==> src/rtl/ac_ctrl.sv <==
// Command sequencer for an accumulator datapath: decodes one command at a time
// into registered, mutually exclusive accumulator strobes, with abort and completion status.
module ac_ctrl (
   input  logic       clk,
   input  logic       rstn,
   input  logic       cmd_valid,
   input  logic [2:0] cmd_op,
   input  logic [7:0] cmd_cnt,
   input  logic       abort,
   input  logic       zflag,
   output logic       cmd_ready,
   output logic       writealu,
   output logic       writebus,
   output logic       rstac,
   output logic       incac,
   output logic       read,
   output logic       busy,
   output logic       done,
   output logic       aborted,
   output logic       z_status,
   output logic [2:0] state_dbg
);

   typedef enum logic [2:0] {
      IDLE = 3'd0,
      CLR  = 3'd1,
      LOAD = 3'd2,
      INC  = 3'd3,
      RD   = 3'd4,
      DONE = 3'd5
   } state_e;

   localparam logic [2:0] OP_NOP       = 3'd0;
   localparam logic [2:0] OP_CLR       = 3'd1;
   localparam logic [2:0] OP_LD_BUS    = 3'd2;
   localparam logic [2:0] OP_LD_ALU    = 3'd3;
   localparam logic [2:0] OP_INC_N     = 3'd4;
   localparam logic [2:0] OP_RD        = 3'd5;
   localparam logic [2:0] OP_CLR_INC_N = 3'd6;
   localparam logic [2:0] OP_LD_BUS_RD = 3'd7;

   state_e     state;
   logic [2:0] op_q;
   logic [7:0] cnt_q;

   assign state_dbg = state;

   // Handshake: a command transfers on a rising edge where cmd_valid && cmd_ready;
   // cmd_ready is high only in IDLE, so commands offered while busy are dropped, not queued.
   always_ff @(posedge clk or negedge rstn) begin
      if (!rstn) begin
         state     <= IDLE;
         op_q      <= OP_NOP;
         cnt_q     <= 8'd0;
         cmd_ready <= 1'b1;
         writealu  <= 1'b0;
         writebus  <= 1'b0;
         rstac     <= 1'b0;
         incac     <= 1'b0;
         read      <= 1'b0;
         busy      <= 1'b0;
         done      <= 1'b0;
         aborted   <= 1'b0;
         z_status  <= 1'b0;
      end else begin
         writealu <= 1'b0;
         writebus <= 1'b0;
         rstac    <= 1'b0;
         incac    <= 1'b0;
         read     <= 1'b0;
         done     <= 1'b0;
         aborted  <= 1'b0;

         if (abort && (state inside {CLR, LOAD, INC, RD})) begin
            state     <= IDLE;
            cnt_q     <= 8'd0;
            busy      <= 1'b0;
            cmd_ready <= 1'b1;
            aborted   <= 1'b1;
         end else begin
            case (state)
               IDLE: begin
                  if (cmd_valid) begin
                     op_q      <= cmd_op;
                     cnt_q     <= cmd_cnt;
                     busy      <= 1'b1;
                     cmd_ready <= 1'b0;
                     case (cmd_op)
                        OP_NOP: begin
                           state <= DONE;
                           done  <= 1'b1;
                        end
                        OP_CLR, OP_CLR_INC_N: begin
                           state <= CLR;
                           rstac <= 1'b1;
                        end
                        OP_LD_BUS, OP_LD_BUS_RD: begin
                           state    <= LOAD;
                           writebus <= 1'b1;
                        end
                        OP_LD_ALU: begin
                           state    <= LOAD;
                           writealu <= 1'b1;
                        end
                        OP_INC_N: begin
                           if (cmd_cnt == 8'd0) begin
                              state <= DONE;
                              done  <= 1'b1;
                           end else begin
                              state <= INC;
                              incac <= 1'b1;
                           end
                        end
                        OP_RD: begin
                           state <= RD;
                           read  <= 1'b1;
                        end
                     endcase
                  end
               end
               CLR: begin
                  if (op_q == OP_CLR_INC_N && cnt_q != 8'd0) begin
                     state <= INC;
                     incac <= 1'b1;
                  end else begin
                     state <= DONE;
                     done  <= 1'b1;
                  end
               end
               LOAD: begin
                  if (op_q == OP_LD_BUS_RD) begin
                     state <= RD;
                     read  <= 1'b1;
                  end else begin
                     state <= DONE;
                     done  <= 1'b1;
                  end
               end
               // cnt_q counts the incac cycles still owed, including the current one.
               INC: begin
                  cnt_q <= cnt_q - 8'd1;
                  if (cnt_q <= 8'd1) begin
                     state <= DONE;
                     done  <= 1'b1;
                  end else begin
                     incac <= 1'b1;
                  end
               end
               RD: begin
                  state <= DONE;
                  done  <= 1'b1;
               end
               DONE: begin
                  state     <= IDLE;
                  cnt_q     <= 8'd0;
                  busy      <= 1'b0;
                  cmd_ready <= 1'b1;
                  z_status  <= zflag;
               end
               default: begin
                  state     <= IDLE;
                  cnt_q     <= 8'd0;
                  busy      <= 1'b0;
                  cmd_ready <= 1'b1;
               end
            endcase
         end
      end
   end

endmodule

==> config.mk <==
export PLATFORM = sky130hd
export DESIGN_NAME = ac_ctrl
export DESIGN_NICKNAME = d
export VERILOG_FILES = /design/src/rtl/ac_ctrl.sv
export SDC_FILE = /design/constraint.sdc
export NUM_CORES = 1
export LEC_CHECK = 0
export ABC_AREA = 1
export CORE_MARGIN = 2
export CORE_UTILIZATION = 38
export DETAILED_ROUTE_END_ITERATION = 8
export PLACE_DENSITY = 0.61
export SETUP_SLACK_MARGIN = 0.1
export SYNTH_ARGS = -nofsm -noshare
export SYNTH_HDL_FRONTEND = slang
export SYNTH_SLANG_ARGS = --single-unit
export TNS_END_PERCENT = 20
==> constraint.sdc <==
create_clock -name clk -period 3.2 [get_ports clk]
set_clock_uncertainty 0.05 [all_clocks]
set_input_delay 0.64 -clock clk [delete_from_list [all_inputs] [get_ports clk]]
set_output_delay 0.64 -clock clk [all_outputs]
set_load 0.01 [all_outputs]
; ---- After elaboration in Yosys (flattened, before gate mapping)
; Index checks and enable logic that the tools add are counted.
[word_totals]
latchBits = 0
mem_count = 0
reg_bits = 24
in_bits = 16
rom_bits = 0
ramBits = 0
[op_classes]
bitwise = 1
n_mux = 50
order_cmp = 1
reduce_logical = 17
eq_ne = 18
n_mul = 0
shifts = 0
addsub = 1
div = 0
[op_table]
columns = operator, n
row1 = 2-to-1 mux 1 bit, 34
row2 = one-hot mux 3 bit (5 select lines), 2
row3 = == test 3 bit (second input constant), 8
row4 = one-hot mux 8 bit (3 select lines), 1
row5 = 2-to-1 mux 8 bit, 2
row6 = 2-to-1 mux 3 bit, 5
row7 = == test 3 x 2 -> 1 bit (second input constant), 4
row8 = <= comparator 8 x 1 -> 1 bit (second input constant), 1
row9 = zero test 8 bit, 1
row10 = one-hot mux 1 bit (2 select lines), 4
row11 = AND reduction 2 bit, 4
row12 = nonzero test 8 bit, 1
row13 = subtractor 8 x 1 -> 8 bit (second input constant), 1
row14 = == test 3 x 1 -> 1 bit (second input constant), 2
row15 = zero test 3 bit, 2
row16 = OR reduction 3 bit, 2
row17 = one-hot mux 1 bit (5 select lines), 1
row18 = inequality test 2 x 1 -> 1 bit (second input constant), 2
row19 = nonzero test 4 bit, 1
row20 = OR reduction 2 bit, 2
row21 = OR reduction 4 bit, 1
row22 = inequality test 3 x 1 -> 1 bit (second input constant), 1
row23 = inequality test 3 bit (second input constant), 1
row24 = one-hot mux 1 bit (3 select lines), 1
row25 = other kinds (3), 4

; ---- Depth between registers and ports, before layout
[depth]
word_depth = 6
mapped_depth = 10

; ---- Worst setup path before layout
; No wires, ideal clock.
[synth_timing]
kind = reg2reg
from = reg cnt_q[0]
to = reg state[0], in the netlist state_dbg[0]
arrival_ns = 1.318
stages_incl_launch_ff = 11
n_path_buf = 0
period_less_slack_ns = 1.434
setup_slack_ns = 1.766
t_required_ns = 3.085
cell_sequence = dfrtp_1 -> inv_1 -> ha_1 -> o21ai_1 -> nor2_1 -> inv_1 -> nand2_1 -> nand2_1 -> nor2_4 -> nand2_1 -> nand2_1
[synth_via]
elab_chain_len = 3
[synth_rtl]
columns = item, line_no
row1 = "start, declared", 44  ; logic [7:0] cnt_q;
row2 = "start signal, assigned", 85  ; cnt_q <= cmd_cnt;
row3 = "start signal, assigned", 141  ; cnt_q <= cnt_q - 8'd1;
row4 = <= comparator 8 x 1 -> 1 bit, 142  ; if (cnt_q <= 8'd1) begin
row5 = inequality test 3 x 1 -> 1 bit (no line), --
row6 = AND reduction 2 bit (no line), --
row7 = "end signal, assigned", 143  ; state <= DONE;
row8 = "end signal, assigned", 150  ; state <= DONE;
row9 = "end signal, assigned", 154  ; state <= IDLE;
row10 = "end, declared", 42  ; state_e state;
; Every way passes these cells.
; A chain may end at the register's enable or synchronous reset.

; ---- Final worst setup path
[layout_timing]
from = reg state[0], in the netlist state_dbg[0]
to = out state_dbg[0]
[layout_lines]
columns = item, line_no
row1 = "start signal, assigned", 52  ; state <= IDLE;
row2 = "start signal, assigned", 75  ; state <= IDLE;
row3 = "start signal, assigned", 90  ; state <= DONE;
row4 = "end, declared", 21  ; output logic [2:0] state_dbg
; No word-level cell between the ends.

==> results.sh <==
export IMPL_hold_class="reg -> reg"
export IMPL_fin_crit_sh=0.643
export IMPL_ys_ff_latch=24
export IMPL_ys_warn_count=0
export IMPL_worstPathCellList="clkdlybuf4s50_1"
export IMPL_grt_max_degree=25
export IMPL_layout_nets=267
export IMPL_cts_root_buf="clkbuf_8"
export IMPL_antennaDiodeCount=0
export IMPL_grt_overflow_total=0
export IMPL_outcome="completed"
export IMPL_setup_viol=0
export IMPL_path_clk_slew_ps=90
export IMPL_synth_cells=216
export IMPL_die_area_um2=4500
export IMPL_cp_startpoint="state_dbg[0]$_DFFE_PN0P_"
export IMPL_drtIter0Drc=92
export IMPL_crit_path_start_kind="register"
export IMPL_ctsHoldBuffers=0
export IMPL_drive_above_1_share=0.125
export IMPL_cellLeakagePower_nw=0.958
export IMPL_dr_pass1_iters=4
export IMPL_io_pins=29
export IMPL_crit_end="state_dbg[0]"
export IMPL_worst_path_dominant_cell_family="buffers and inverters"
export IMPL_fillerInstances=382
export IMPL_worst_slew_pin_transition_ps=304
export IMPL_start_util=0.404
export IMPL_worst_setup_path_end_kind="output port"
export IMPL_r2r_end="state_dbg[2]$_DFFE_PN0P_"
export IMPL_dp_hpwl_um=2720
export IMPL_syn2layout_area_growth_pct=26.3
export IMPL_cts_sinks=24
export IMPL_wl_um=3450
export IMPL_synth_nets=234
export IMPL_clock_fmax_mhz=486
export IMPL_htreeDepth=1
export IMPL_synth_cell_type_count=25
export IMPL_postSynthAreaPerCell_um2=7.00
export IMPL_die_x_um=67.1
export IMPL_r2r_start="cnt_q[0]$_DFFE_PN0P_"
export IMPL_rsz0062_at_grt="false"
export IMPL_path_class="reg -> out"
export IMPL_max_cap_violations=0
export IMPL_rows=22
export IMPL_clock_latency_ps=270
export IMPL_worst_hold_slack_ps=449
export IMPL_setup_tns_ps=0
export IMPL_drv_slew=0
export IMPL_maxSlewHeadroom=0.795
export IMPL_post_drt_wl_per_cell_um=11.7
export IMPL_path_buf_inv=1
export IMPL_critPathRequiredTime_ps=2510
export IMPL_yosysSeqAreaShare=0.398
export IMPL_r2r_setup_slack_ps=1520
export IMPL_min_period_ps=2060
export IMPL_rr_worst_depth=10
export IMPL_cpPeakStageDelay_ps=590
export IMPL_post_cts_buffers=0
export IMPL_crit_slowest_cell="clkdlybuf4s50_1"
export IMPL_grt_util_all_layers=0.176
export IMPL_cp_arrival_ps=1370
export IMPL_core_area_um2=3740
export IMPL_gp_congestion=0.882
export IMPL_drtAntennaViolNets=0
export IMPL_max_vdd_ir_drop_uv=373
export IMPL_power_mw=1.72
export IMPL_vias=1402
export IMPL_via_per_inst=4.74
export IMPL_grt_pass1_wl_um=5890
export IMPL_netlist_area_um2=1510
export IMPL_grt_pass1_vias=1284
export IMPL_hold_viol_final=0
export IMPL_antenna_found_initial=0
export IMPL_portBuffers=28
export IMPL_cts_buffers=3
export IMPL_cts_repair_resized=0
export IMPL_drc=0
export IMPL_cp_max_fo=8
export IMPL_crit_cells=1
export IMPL_power_density_nw_per_um2=901
export IMPL_clockBufferDepth=2
export IMPL_cts_tree="built"
export IMPL_die_y_um=67.1
==> cells by family after synthesis <==
family	count (synthesis)	synth area share
fa+ha+maj	2	0.0165
simple gates	132	0.402
buf+inv	27	0.0695
compound gates	30	0.107
flops	24	0.398
mux	1	0.00744
==> layout make-up <==
| type | count | area [µm²] | area share |
|---|---|---|---|
| flip-flops and latches | 24 | 602 | 0.315 |
| repair buffers | 29 | 288 | 0.151 |
| clock buffers | 4 | 55.1 | 0.0288 |
| multi-input cells | 165 | 806 | 0.422 |
| well taps | 48 | 60.1 | 0.0314 |
| inverters | 26 | 100 | 0.0524 |
==> registers in the layout, indices dropped and copies added, names as in the netlist <==
name,count
writebus,1
z_status,1
rstac,1
aborted,1
cmd_ready,1
op_q,3
incac,1
cnt_q,8
writealu,1
read,1
busy,1
done,1
state_dbg,3
==> where the power goes <==
group	leakage [nW]	switching, mW	internal [mW]
Sequential	0.311	0.0921	0.418
Combinational	0.618	0.618	0.385
Clock	0.0288	0.0973	0.110
Total	0.958	0.808	0.913
==> metrics by stage <==
step | instance area [µm²] | setup slack [ps] | util | cells
after floorplan | 1510 | 1770 | - | 216
after global placement | 1860 | 1230 | 0.496 | 292
after detailed placement | 1860 | 1200 | 0.496 | 292
after CTS | 1910 | 1130 | 0.510 | 296
after global routing | 1910 | 1060 | 0.510 | 296
final | 1910 | 1140 | 0.510 | 296
==> Yosys cell counts <==
| master | count | share of area |
|---|---|---|
| nand3_1 | 15 | 0.050 |
| nand2_4 | 2 | 0.015 |
| mux2_2 | 1 | 0.0074 |
| o21ai_2 | 1 | 0.0058 |
| nand2_2 | 5 | 0.021 |
| nor2_4 | 5 | 0.037 |
| o21ai_0 | 7 | 0.023 |
| nor3_1 | 2 | 0.0066 |
| inv_1 | 20 | 0.050 |
| dfstp_2 | 1 | 0.017 |
| o21bai_1 | 2 | 0.0099 |
| nor2_2 | 3 | 0.012 |
| nor2_1 | 26 | 0.065 |
| o21ai_1 | 13 | 0.043 |
| nand2_1 | 70 | 0.17 |
| dfrtp_1 | 23 | 0.38 |
| o21a_1 | 1 | 0.0050 |
| inv_4 | 1 | 0.0041 |
| buf_2 | 1 | 0.0033 |
| nor3b_1 | 1 | 0.0050 |
| a21oi_1 | 6 | 0.020 |
| ha_1 | 2 | 0.017 |
| nand3_2 | 2 | 0.013 |
| nand4_1 | 1 | 0.0041 |
| inv_2 | 5 | 0.012 |
==> metal layers <==
layer | routed length, µm | track usage | part of all wire
met5 | 0 | 0 | 0
met4 | 21 | 0.0357 | 0.0061
met3 | 175 | 0.0405 | 0.051
met2 | 1550 | 0.269 | 0.45
met1 | 1710 | 0.252 | 0.50
==> cells in the final DEF, fill, tap and decap left out, types with 2 or more instances in the layout <==
cell type,count
clkbuf_8,4
dfrtp_1,23
nor3_1,2
clkdlybuf4s50_1,28
o21ai_0,7
nor2_1,26
o21ai_1,13
ha_1,2
nand2_1,70
a21oi_1,6
nand2_2,5
inv_2,5
nor2_4,5
o21bai_1,2
nand3_2,2
nand2_4,2
nor2_2,3
inv_1,20
nand3_1,15
==> how the worst min path moves through the flow <==
stage	start	cells past startpoint	endpoint
after floorplan	rstn	0	aborted$_DFF_PN0_
final	busy$_DFFE_PN0P_	2	busy$_DFFE_PN0P_
after detailed placement	busy$_DFFE_PN0P_	2	busy$_DFFE_PN0P_
after global placement	busy$_DFFE_PN0P_	2	busy$_DFFE_PN0P_
after global routing	busy$_DFFE_PN0P_	2	busy$_DFFE_PN0P_
after CTS	busy$_DFFE_PN0P_	2	busy$_DFFE_PN0P_
Power figures use the tool's default switching activity.
